**src/rtl/bp_stream_byte_packer.sv**
```systemverilog
// Packs an 8-bit byte stream into little-endian words on a valid/ready stream.
// A partial word left idle for timeout_cycles_p cycles is discarded so the host can resync.
module bp_stream_byte_packer #(
    parameter int stream_data_width_p = 32,
    parameter int timeout_cycles_p    = 1024,
    parameter int count_width_p       = 32
) (
    input  logic                           clk_i,
    input  logic                           reset_n_i,
    input  logic                           byte_v_i,
    input  logic [7:0]                     byte_i,
    output logic                           byte_ready_o,
    output logic                           stream_v_o,
    output logic [stream_data_width_p-1:0] stream_data_o,
    input  logic                           stream_ready_i,
    output logic                           drop_o,
    output logic [count_width_p-1:0]       word_count_o,
    output logic [count_width_p-1:0]       drop_count_o
);

    localparam int n_bytes_lp   = stream_data_width_p / 8;
    localparam int idx_width_lp = $clog2(n_bytes_lp);
    localparam int asm_width_lp = stream_data_width_p - 8;
    localparam logic [idx_width_lp-1:0] last_idx_lp = idx_width_lp'(n_bytes_lp - 1);

    logic [idx_width_lp-1:0]        idx_r;
    logic [asm_width_lp-1:0]        asm_r;
    logic [stream_data_width_p-1:0] data_r;
    logic                           v_r;
    logic                           drop_r;
    logic [count_width_p-1:0]       word_count_r;
    logic [count_width_p-1:0]       drop_count_r;

    logic at_last;
    logic accept;
    logic xfer;
    logic timeout_fire;

    // The last byte may only enter when the output register is free or draining this cycle.
    assign at_last      = (idx_r == last_idx_lp);
    assign byte_ready_o = ~at_last | ~v_r | stream_ready_i;
    assign accept       = byte_v_i & byte_ready_o;
    assign xfer         = v_r & stream_ready_i;

    if (timeout_cycles_p > 0) begin : g_timeout
        localparam int tw_lp = $clog2(timeout_cycles_p + 1);
        logic [tw_lp-1:0] idle_r;

        // Fires on the cycle the idle count would reach its limit; an accepted byte wins.
        assign timeout_fire = (idx_r != '0) && !accept
                              && (idle_r == tw_lp'(timeout_cycles_p - 1));

        always_ff @(posedge clk_i or negedge reset_n_i) begin
            if (!reset_n_i) begin
                idle_r <= '0;
            end else if (accept || (idx_r == '0) || timeout_fire) begin
                idle_r <= '0;
            end else begin
                idle_r <= idle_r + 1'b1;
            end
        end
    end else begin : g_no_timeout
        assign timeout_fire = 1'b0;
    end

    // NOTE: assembly bytes are only meaningful below idx, so this register needs no reset.
    always_ff @(posedge clk_i) begin
        for (int k = 0; k < n_bytes_lp - 1; k++) begin
            if (accept && (idx_r == idx_width_lp'(k))) begin
                asm_r[8*k +: 8] <= byte_i;
            end
        end
    end

    // NOTE: state uses non-blocking assignments so every register samples pre-edge values.
    always_ff @(posedge clk_i or negedge reset_n_i) begin
        if (!reset_n_i) begin
            idx_r        <= '0;
            data_r       <= '0;
            v_r          <= 1'b0;
            drop_r       <= 1'b0;
            word_count_r <= '0;
            drop_count_r <= '0;
        end else begin
            drop_r <= timeout_fire;

            if (accept) begin
                idx_r <= at_last ? '0 : idx_r + 1'b1;
            end else if (timeout_fire) begin
                idx_r <= '0;
            end

            if (accept && at_last) begin
                v_r    <= 1'b1;
                data_r <= {byte_i, asm_r};
            end else if (xfer) begin
                v_r <= 1'b0;
            end

            if (xfer) begin
                word_count_r <= word_count_r + 1'b1;
            end

            if (timeout_fire && !(&drop_count_r)) begin
                drop_count_r <= drop_count_r + 1'b1;
            end
        end
    end

    assign stream_v_o    = v_r;
    assign stream_data_o = data_r;
    assign drop_o        = drop_r;
    assign word_count_o  = word_count_r;
    assign drop_count_o  = drop_count_r;

endmodule

```
**config.mk**
```make
export PLATFORM = sky130hd
export DESIGN_NAME = bp_stream_byte_packer
export DESIGN_NICKNAME = d
export VERILOG_FILES = /design/src/rtl/bp_stream_byte_packer.sv
export SDC_FILE = /design/constraint.sdc
export NUM_CORES = 1
export LEC_CHECK = 0
export CAP_MARGIN = 20
export CELL_PAD_IN_SITES_DETAIL_PLACEMENT = 1
export CELL_PAD_IN_SITES_GLOBAL_PLACEMENT = 1
export CORE_MARGIN = 8
export CORE_UTILIZATION = 37
export CTS_BUF_LIST = sky130_fd_sc_hd__clkbuf_2
export DETAILED_ROUTE_END_ITERATION = 10
export PLACE_DENSITY = 0.68
export SLEW_MARGIN = 20
export SYNTH_ARGS = -nofsm -noshare
export SYNTH_HDL_FRONTEND = slang
export SYNTH_SLANG_ARGS = --single-unit
export TNS_END_PERCENT = 5
```
**constraint.sdc**
```tcl
create_clock -name clk_i -period 3 [get_ports clk_i]
set_clock_uncertainty 0.15 [all_clocks]
set_input_delay 0.75 -clock clk_i [delete_from_list [all_inputs] [get_ports clk_i]]
set_output_delay 0.75 -clock clk_i [all_outputs]
set_load 0.01 [all_outputs]
```
==> impl_metrics.toml <==
[setup_path]
r2r-end = "drop_count_o[28]$_DFFE_PN0P_"
critPathMaxFanout = 5
critPathKind = "reg2out"
cp-startpoint = "idx_r[0]$_DFFE_PN0P_"
crit_slowest_cell = "dfrtp_1"
rr_worst_depth = 6
path_depth = 3
crit_buf_inv = 1
crit_chain = "ha_1 -> nand3b_1 -> dlygate4sd2_1"
crit_path_end = "byte_ready_o"
cpLargestDelayFamily = "flip-flops"
r2r-start = "drop_count_o[0]$_DFFE_PN0P_"
arrival_ns = 1.90
r2r_slack_ns = 0.47
worst_setup_path_start_kind = "flop"
end_kind = "output pin"
crit_required_ns = 2.10
critical-path-max-stage-delay_ns = 0.46

[sta]
fin_crit_ns = 2.80
period_share_pct = 93.3
slew_violations = 0
fmax_mhz = 357
timing.setup.tns_ns = 0
rsz0062_at_grt = "no"
tightestPinTransition_ns = 0.784
max_slew_margin_pct = 47.3
setup_viol = 0
finalHoldViolCount = 0

[floorplan]
dieHeight_um = 140
design.core.area_um2 = 15100
die_x_um = 140
start_util_pct = 37.7
io_pins = 111
placementRows = 45
die_area_um2 = 19600

[placement]
io_buffers = 110
place_hpwl_um = 10200
routabilityCongestion = 0.753
placedCellCount = 752

[detailed_routing]
ant_nets = 0
wl_um = 13900
drt_iter0_markers = 145
via_per_inst = 5.06
drtPass1Iterations = 4
wire_per_inst_um = 17.7
vias = 3970
drc_errors = 0

[cells_and_area]
areaGrowthSynthToFinish_pct = 29.9
n_antenna_cell = 0
nFillCells = 1611
drive_above_1_share_pct = 15.1
nets = 603
stdcell_count = 785
final_util_pct = 48.9

[clock_tree]
cts_tree = "done"
h-tree-depth = 4
clock_latency_ns = 0.71
cts_buffer_depth = 2
cts-root-buf = "clkbuf_2"
cts_sinks = 135
cts_made_buffers = 17
postCtsSetupBuffers = 0
clkTransAtPathRegs_ns = 0.21

[synth]
ys_seq_area_share_pct = 61.6
synthFlopType = "dfrtp_1"
yosys_warnings = 0
async_flop_share_pct = 82.2
synthTopCellsByArea = "dfrtp_1 (49%), edfxtp_1 (13%), mux2_2 (6.7%), xor2_1 (6.2%), xnor2_1 (4.5%)"
syn_avg_cell_area_um2 = 12.7
netlist_instances = 446
synth_nets = 465
synth_seq_cells = 135
ys_top_cells_by_count = "dfrtp_1 (111), xor2_1 (40), mux2_2 (34)"
synth_edf_count = 24
synth_area_um2 = 5680
synth_top_area_share_pct = 48.9
yosysMostFrequentCell = "dfrtp_1"
netlist.top_cell.by_area = "dfrtp_1"
synth_cell_types = 39

[pwr]
comb_power_share_pct = 26.5
p_sw_mw = 1.42
p_seq_share_pct = 51.2
switching_share_pct = 29.8
cellPowerDensity_nw_per_um2 = 646
p_leak_nw = 3.09
p_int_mw = 3.34
ir_drop_mv = 0.209
pwr-share-clk_pct = 22.2

[worst_hold_path]
hold_class = "reg2reg"

[global_routing]
grt_max_degree = 50
grt_use_met1_pct = 18.8
gr-usage-met2_pct = 24.0
grtUsageTotal_pct = 15.0
grt-ovfl-total = 0
busiest_layer = "met2"
grt_pass1_vias = 4308
antenna_found_initial = 0
use_met3_pct = 4.89
grt_pass1_wl_um = 23300

[status]
run_status = "finished clean"

[flow_run]
drv_cap = 0
==> cell families (layout without fill, tap and decap cells) <==
group                    Yosys count  in the layout  synth area share [%]
AND/OR/NAND/NOR                  174            174                  16.9
flip-flops                       135            135                  61.6
XOR/XNOR                          69             69                  10.6
multiplexers                      35             35                  6.94
buffers and inverters             17            168                  1.23
AO/OA/AOI/OAI                      9              9                  1.19
adder cells (fa/ha/maj)            7              7                  1.54
==> flip-flops by register name, indices dropped and copies added (netlist names) <==
| register | count |
|---|---|
| stream_data_o | 32 |
| g_timeout.idle_r | 11 |
| word_count_o | 32 |
| asm_r | 24 |
| stream_v_o | 1 |
| idx_r | 2 |
| drop_count_o | 32 |
| drop_o | 1 |
==> worst min path at each step <==
stage,from,to,slack [ns],cells past startpoint
global route,reset_n_i,word_count_o[13]$_DFFE_PN0P_,0.33,2
detailed placement,asm_r[20]$_DFFE_PP_,stream_data_o[20]$_DFFE_PN0P_,0.32,1
global placement,asm_r[14]$_DFFE_PP_,stream_data_o[14]$_DFFE_PN0P_,0.31,1
floorplan,reset_n_i,drop_count_o[0]$_DFFE_PN0P_,0.30,0
CTS,reset_n_i,word_count_o[13]$_DFFE_PN0P_,0.33,2
finish,asm_r[20]$_DFFE_PP_,stream_data_o[20]$_DFFE_PN0P_,0.32,1
==> routing by layer <==
metal / part of all wire [%] / wire length [µm]
met2: 48 / 6680
met1: 46 / 6360
met5: 0 / 0
met3: 4.9 / 687
met4: 1.2 / 163
==> power groups by stage <==
stage / clock [mW] / sequential, mW / combinational (mW)
3_5_place_dp: 0 / 2.49 / 1.29
3_3_place_gp: 0 / 2.46 / 1.26
2_1_floorplan: 0 / 2.55 / 0.431
6_report: 1.06 / 2.44 / 1.26
4_1_cts: 1.10 / 2.45 / 1.30
5_1_grt: 1.16 / 2.50 / 1.37
==> repair_timing <==
action / 4_1_cts / 5_1_grt
endpoints found under the setup margin: 1 / 0
endpoints found under the hold margin: 39 / 0
hold buffers: 1 / 0
gates resized for setup: 1 / 0
==> per-stage QoR <==
step / worst slack, ns / hold slack (ns) / total power, mW / area [µm²]
detailed placement: -0.0194 / 0.317 / 3.78 / 7140
CTS: 0.110 / 0.328 / 4.85 / 7380
global route: 0.0376 / 0.333 / 5.04 / 7380
floorplan: 0.413 / 0.304 / 2.98 / 5680
global placement: -0.00468 / 0.308 / 3.72 / 7140
finish: 0.202 / 0.323 / 4.76 / 7380
==> cells in the final DEF, fill, tap and decap left out, types with 3 or more instances in the layout <==
| master | instances |
|---|---|
| and2_1 | 4 |
| and3_1 | 11 |
| and4_1 | 5 |
| buf_12 | 3 |
| buf_4 | 15 |
| clkbuf_2 | 20 |
| clkdlybuf4s50_1 | 108 |
| clkinvlp_4 | 6 |
| dfrtp_1 | 111 |
| edfxtp_1 | 24 |
| ha_1 | 7 |
| inv_1 | 8 |
| mux2_2 | 34 |
| nand2_1 | 24 |
| nand3_1 | 30 |
| nand4_1 | 24 |
| nor2_1 | 32 |
| nor3_1 | 18 |
| nor4_1 | 8 |
| xnor2_1 | 29 |
| xor2_1 | 40 |
==> layout make-up <==
type | count | area (µm²) | area share [%]
timing repair buffer | 128 | 1270 | 17.2
inverter | 8 | 30.0 | 0.407
sequential | 135 | 3500 | 47.4
clock inverter | 12 | 130 | 1.76
tap | 188 | 235 | 3.19
multi-input combinational | 294 | 2110 | 28.6
clock buffer | 20 | 100 | 1.36
Note: power is estimated with default switching activity, not from simulation.
